==> src/rtl/instr_register_param.sv <==
// DEPTH-entry opcode/operand register file with write-time result computation,
// per-entry valid bits, auto write pointer and a registered read port. Define INSTR_REG_RESULT_EN to build the result path.
module instr_register_param #(
   parameter int unsigned  DEPTH     = 32,
   parameter int unsigned  OP_WIDTH  = 32,
   localparam int unsigned PTR_WIDTH = $clog2(DEPTH)
) (
   input  logic                    clk,
   input  logic                    reset,
   input  logic                    load_en,
   input  logic                    auto_inc,
   input  logic [PTR_WIDTH-1:0]    write_pointer,
   input  logic [PTR_WIDTH-1:0]    read_pointer,
   input  logic [3:0]              opcode,
   input  logic [OP_WIDTH-1:0]     operand_a,
   input  logic [OP_WIDTH-1:0]     operand_b,
   output logic [3:0]              rd_opcode,
   output logic [OP_WIDTH-1:0]     rd_operand_a,
   output logic [OP_WIDTH-1:0]     rd_operand_b,
   output logic [2*OP_WIDTH-1:0]   rd_result,
   output logic                    rd_valid,
   output logic                    rd_illegal,
   output logic [PTR_WIDTH-1:0]    next_wr_ptr,
   output logic [PTR_WIDTH:0]      wr_count
);

   localparam int unsigned         CW       = PTR_WIDTH + 1;
   localparam logic [CW-1:0]       DEPTH_C  = CW'(DEPTH);
   localparam logic [PTR_WIDTH-1:0] LAST_PTR = PTR_WIDTH'(DEPTH - 1);

   logic [3:0]          op_mem  [DEPTH];
   logic [OP_WIDTH-1:0] a_mem   [DEPTH];
   logic [OP_WIDTH-1:0] b_mem   [DEPTH];
   logic                ill_mem [DEPTH];
   logic [DEPTH-1:0]    valid;

   logic [PTR_WIDTH-1:0] wr_addr;
   logic                 wr_in_range;
   logic                 rd_in_range;
   logic                 wr_fire;
   logic                 wr_hit;
   logic                 illegal_c;

   logic [3:0]           rd_op_n;
   logic [OP_WIDTH-1:0]  rd_a_n;
   logic [OP_WIDTH-1:0]  rd_b_n;
   logic                 rd_val_n;
   logic                 rd_ill_n;

   // Address selection; a write on a reset edge or to an address beyond DEPTH is dropped
   assign wr_addr     = auto_inc ? next_wr_ptr : write_pointer;
   assign wr_in_range = {1'b0, wr_addr} < DEPTH_C;
   assign rd_in_range = {1'b0, read_pointer} < DEPTH_C;
   assign wr_fire     = load_en & ~reset & wr_in_range;
   assign wr_hit      = wr_fire & (wr_addr == read_pointer);
   assign illegal_c   = opcode[3];

   // Entry storage is not reset; the valid bits mask stale contents
   always_ff @(posedge clk) begin
      if (wr_fire) begin
         op_mem[wr_addr]  <= opcode;
         a_mem[wr_addr]   <= operand_a;
         b_mem[wr_addr]   <= operand_b;
         ill_mem[wr_addr] <= illegal_c;
      end
   end

   // Valid bits, auto pointer and count of valid entries
   always_ff @(posedge clk or posedge reset) begin
      if (reset) begin
         valid       <= '0;
         next_wr_ptr <= '0;
         wr_count    <= '0;
      end else if (wr_fire) begin
         valid[wr_addr] <= 1'b1;
         if (!valid[wr_addr]) begin
            wr_count <= wr_count + CW'(1);
         end
         if (auto_inc) begin
            next_wr_ptr <= (next_wr_ptr == LAST_PTR) ? '0 : next_wr_ptr + PTR_WIDTH'(1);
         end
      end
   end

   // Read selection with write-through for a same-address write
   always_comb begin
      rd_op_n  = '0;
      rd_a_n   = '0;
      rd_b_n   = '0;
      rd_val_n = 1'b0;
      rd_ill_n = 1'b0;
      if (wr_hit) begin
         rd_op_n  = opcode;
         rd_a_n   = operand_a;
         rd_b_n   = operand_b;
         rd_val_n = 1'b1;
         rd_ill_n = illegal_c;
      end else if (rd_in_range && valid[read_pointer]) begin
         rd_op_n  = op_mem[read_pointer];
         rd_a_n   = a_mem[read_pointer];
         rd_b_n   = b_mem[read_pointer];
         rd_val_n = 1'b1;
         rd_ill_n = ill_mem[read_pointer];
      end
   end

   always_ff @(posedge clk or posedge reset) begin
      if (reset) begin
         rd_opcode    <= '0;
         rd_operand_a <= '0;
         rd_operand_b <= '0;
         rd_valid     <= 1'b0;
         rd_illegal   <= 1'b0;
      end else begin
         rd_opcode    <= rd_op_n;
         rd_operand_a <= rd_a_n;
         rd_operand_b <= rd_b_n;
         rd_valid     <= rd_val_n;
         rd_illegal   <= rd_ill_n;
      end
   end

`ifdef INSTR_REG_RESULT_EN
   localparam int unsigned        RW       = 2 * OP_WIDTH;
   localparam logic [3:0]         OP_ZERO  = 4'd0;
   localparam logic [3:0]         OP_PASSA = 4'd1;
   localparam logic [3:0]         OP_PASSB = 4'd2;
   localparam logic [3:0]         OP_ADD   = 4'd3;
   localparam logic [3:0]         OP_SUB   = 4'd4;
   localparam logic [3:0]         OP_MULT  = 4'd5;
   localparam logic [3:0]         OP_DIV   = 4'd6;
   localparam logic [3:0]         OP_MOD   = 4'd7;
   localparam logic [OP_WIDTH-1:0] MIN_VAL = {1'b1, {(OP_WIDTH-1){1'b0}}};

   logic signed [OP_WIDTH-1:0] a_s;
   logic signed [OP_WIDTH-1:0] b_s;
   logic signed [OP_WIDTH-1:0] quo;
   logic signed [OP_WIDTH-1:0] rem;
   logic                       div_zero;
   logic                       div_ovf;
   logic signed [RW-1:0]       res_c;
   logic        [RW-1:0]       rd_res_n;
   logic        [RW-1:0]       res_mem [DEPTH];

   assign a_s      = operand_a;
   assign b_s      = operand_b;
   assign quo      = a_s / b_s;
   assign rem      = a_s % b_s;
   assign div_zero = (operand_b == '0);
   // MIN / -1 overflows OP_WIDTH; its exact quotient is +2^(OP_WIDTH-1), remainder 0
   assign div_ovf  = (operand_a == MIN_VAL) && (operand_b == '1);

   always_comb begin
      res_c = '0;
      case (opcode)
         OP_ZERO:  res_c = '0;
         OP_PASSA: res_c = RW'(a_s);
         OP_PASSB: res_c = RW'(b_s);
         OP_ADD:   res_c = RW'(a_s) + RW'(b_s);
         OP_SUB:   res_c = RW'(a_s) - RW'(b_s);
         OP_MULT:  res_c = RW'(a_s) * RW'(b_s);
         OP_DIV: begin
            if (!div_zero) begin
               res_c = div_ovf ? -RW'(a_s) : RW'(quo);
            end
         end
         OP_MOD: begin
            if (!div_zero && !div_ovf) begin
               res_c = RW'(rem);
            end
         end
         default:  res_c = '0;
      endcase
   end

   always_ff @(posedge clk) begin
      if (wr_fire) begin
         res_mem[wr_addr] <= res_c;
      end
   end

   always_comb begin
      rd_res_n = '0;
      if (wr_hit) begin
         rd_res_n = res_c;
      end else if (rd_in_range && valid[read_pointer]) begin
         rd_res_n = res_mem[read_pointer];
      end
   end

   always_ff @(posedge clk or posedge reset) begin
      if (reset) begin
         rd_result <= '0;
      end else begin
         rd_result <= rd_res_n;
      end
   end
`else
   assign rd_result = '0;
`endif

endmodule

==> config.mk <==
export PLATFORM = sky130hd
export DESIGN_NAME = instr_register_param
export DESIGN_NICKNAME = d
export VERILOG_FILES = /design/src/rtl/instr_register_param.sv
export SDC_FILE = /design/constraint.sdc
export NUM_CORES = 2
export LEC_CHECK = 0
export BUFFER_PORTS_ARGS = -buffer_cell sky130_fd_sc_hd__buf_2
export CORE_MARGIN = 3
export CORE_UTILIZATION = 30
export DETAILED_ROUTE_END_ITERATION = 12
export GPL_ROUTABILITY_DRIVEN = 0
export PLACE_DENSITY_LB_ADDON = 0.2
export SYNTH_ARGS = -nofsm -noshare
export SYNTH_HDL_FRONTEND = slang
export SYNTH_SLANG_ARGS = --single-unit
==> constraint.sdc <==
create_clock -name clk -period 5.58 [get_ports clk]
set_input_delay 1.116 -clock clk [delete_from_list [all_inputs] [get_ports clk]]
set_output_delay 1.116 -clock clk [all_outputs]
set_load 0.05 [all_outputs]
==> results.md <==
* Final hold vios at 0
* Global-route wire length before repair at 340,000 µm
* Synthesized instance count at 3,950
* Fin crit period at roughly 3700 ps
* Detailed-route DRC error count at 0
* Fin crit share at 65.7%
* Final instance area at 103,000 µm²
* Vias in the first global route at 43,700
* H-tree Lvls at 4
* Post-Place Setup Slack at between 1000 and 1500 ps
* Final net count at 4,344
* #FFs+latches synth at 2,288
* Routed wire per std cell at ~29 µm
* Final cell count without fillers at 8,369
* Clock sink total at 2,288
* Setup ws final at between 1500 and 2000 ps
* Ys flop type: edfxtp_1
* Postcts setup bufs at 0
* Clk_lat worst skew at 900 ps
* CTS hold repair buffers at 0
* Overflow left after global routing at 0
* Via density at 4.99
* Core area at between 200,000 and 300,000 µm²
* Tightest Pin Transition at 1160 ps
* RSZ-0062 raised after global routing: no
* Number of flops mapped to enable cells by yosys at 2,176
* Slew HR at 22.6%
* Root buffer cell: clkbuf_16
* HP Class: in2async
* Highest-delay cell along the critical path: nor2_4
* CP max FO at 44
* Die W at 549 µm
* Initial drt markers at 3,786
* Clock skew at 61.5 ps
* Max IR drop VDD at 0.262 mV
* Port bufs at 162
* Vias at 41,700
* Chip Height at between 500 and 600 µm
* Share of Yosys cell area claimed by the top area cell type at 74.0%
* Max stage delay on crit path at ~690 ps
* Setup crit start kind: primary input
* Outcome: completed
* Ratio of cells with drive above 1 in the final layout at 28.4%
* Power per cell area at 378 nW/µm²
* Die area at about 300,000 µm²
* Initial Util at 30.3%
* CP endpoint kind: flip-flop
* CP Cell Sequence: buf_2 -> mux2i_2 -> nand2_1 -> nor2_4 -> buf_12
* F_max at 273 MHz
* Pleak at 32.9 nW
* Initial antenna violation count at 20
* Asr flop ratio synth at 4.90%
* Most frequent cell after synthesis: edfxtp_1
* Largest area contributor in the netlist: edfxtp_1
* Placed cells at 7,911
* Ranking of synthesized cells by area: edfxtp_1 (74%), mux4_2 (14%), dfrtp_1 (3.2%)
* Largest net degree at the start of global routing at ~120
* Routed WL at 239,000 µm
* # setup viols final at 0
* All-layer global routing usage at 15.7%
* CP required at approximately 6100 ps
* Slew Limit Fails at 0
* Yosys warns at 0
* Routed Antenna Nets at 0
* Area Growth Syn to Fin at 16.2%
* Half-perimeter wire length after placement at 126,000 µm
* Crit Path Class: in2reg
* Max_cap viols at 0
* Num CTS Buffers at 246
* Clock transition at path regs at around 60 ps
* Ports at about 230
* Crit path DAT at 4150 ps
* Avg Inst Size Synth at 22.4 µm²
* First-pass DRT Iterations at 7
* Commonest cells post-synth: edfxtp_1 (2,176), mux4_2 (556), a211oi_1 (272)
* Mapped cell area at 88,300 µm²
* Fill cells at 27,000
* Library cells used by synthesis at 52
* Dpl cell area at 94,800 µm²
* Std-Cell Rows at 198
* Clock Path Buffers at 4
* CTS tree: yes
* Sequential fraction of the synthesis area at 77.2%
* Post-CTS Resized at 0
## final timing paths
kind / from / slack (ps) / cells past startpoint / end
setup / recovery: auto_inc / 1910 / 5 / b_mem[22][30]
hold / removal: reset / 430 / 3 / rd_valid
setup reg to reg: next_wr_ptr[0] / 2150 / 4 / b_mem[22][30]
hold reg to reg: wr_count[5] / 470 / 1 / wr_count[5]
max in group asynchronous: reset / 3680 / 4 / rd_operand_a[8]
min in group clk: wr_count[5] / 470 / 1 / wr_count[5]
## layout by cell type, fill, tap and decap left out, types with 68 or more instances in the layout
cell type  count
edfxtp_1    2176
dfrtp_1      112
clkbuf_16    248
mux4_2       556
mux2i_1      141
a211oi_1     272
a211o_1       68
nor2b_1      141
buf_4         73
buf_2        158
## logic make-up (layout without fill, tap and decap cells)
group	after synthesis	count (layout)	synth area share, %
DFF	2288	2288	77.2
muxes	705	705	15.9
AOI/OAI and AO/OA	380	380	3.30
buffers and inverters	302	751	1.67
and+or+nand+nor	261	261	1.79
xor gates and xnor gates	10	10	0.108
adders and majority gates	3	3	0.0425
other	1	71	0.00425
## report_power, final
part	internal (W)	switching [W]
sequential	0.0193	0.000386
clock	0.00918	0.00659
combinational	0.00106	0.00231
## flip-flops by register name, summed over array words and instances (netlist names)
signal / flops
a_mem: 1024
ill_mem: 30
next_wr_ptr: 5
rd_illegal: 1
rd_operand_a: 32
rd_valid: 1
op_mem: 98
b_mem: 1024
valid: 32
rd_operand_b: 32
wr_count: 6
rd_opcode: 3
## through the flow
step | hold WS [ps] | power [W] | util [%] | setup TNS, ps
2_1_floorplan | 448 | 0.0220 | - | -19160
3_5_place_dp | 468 | 0.0235 | 32.5 | 0
3_3_place_gp | 472 | 0.0235 | 32.5 | 0
4_1_cts | 416 | 0.0394 | 35.2 | 0
6_report | 431 | 0.0388 | 35.2 | 0
5_1_grt | 458 | 0.0402 | 35.2 | 0
## cell type report
cell class	instances	area (µm²)	share of cell area, %
antenna	7	17.5	0.0171
clock buffer	321	6580	6.41
clock inverter	130	1190	1.16
inverter	4	18.8	0.0183
multi-input combinational	1423	19200	18.7
sequential	2288	68100	66.4
tap	3900	4880	4.76
timing repair buffer	296	2620	2.55
## routing by layer
layer	vias to the layer above	GRT usage, %	share of wire [%]
met1	23000	21.6	44
met5	-	0	0.020
met4	6	3.94	2.3
met2	1084	26.1	49
li1	17300	-	-
met3	338	2.40	4.6
## worst max-delay path, delay by kind of cell
family,cells,cell delay [ps]
buf+inv,2,950
mux,1,600
simple gates,2,1340
(Power assumes the default switching activity.)
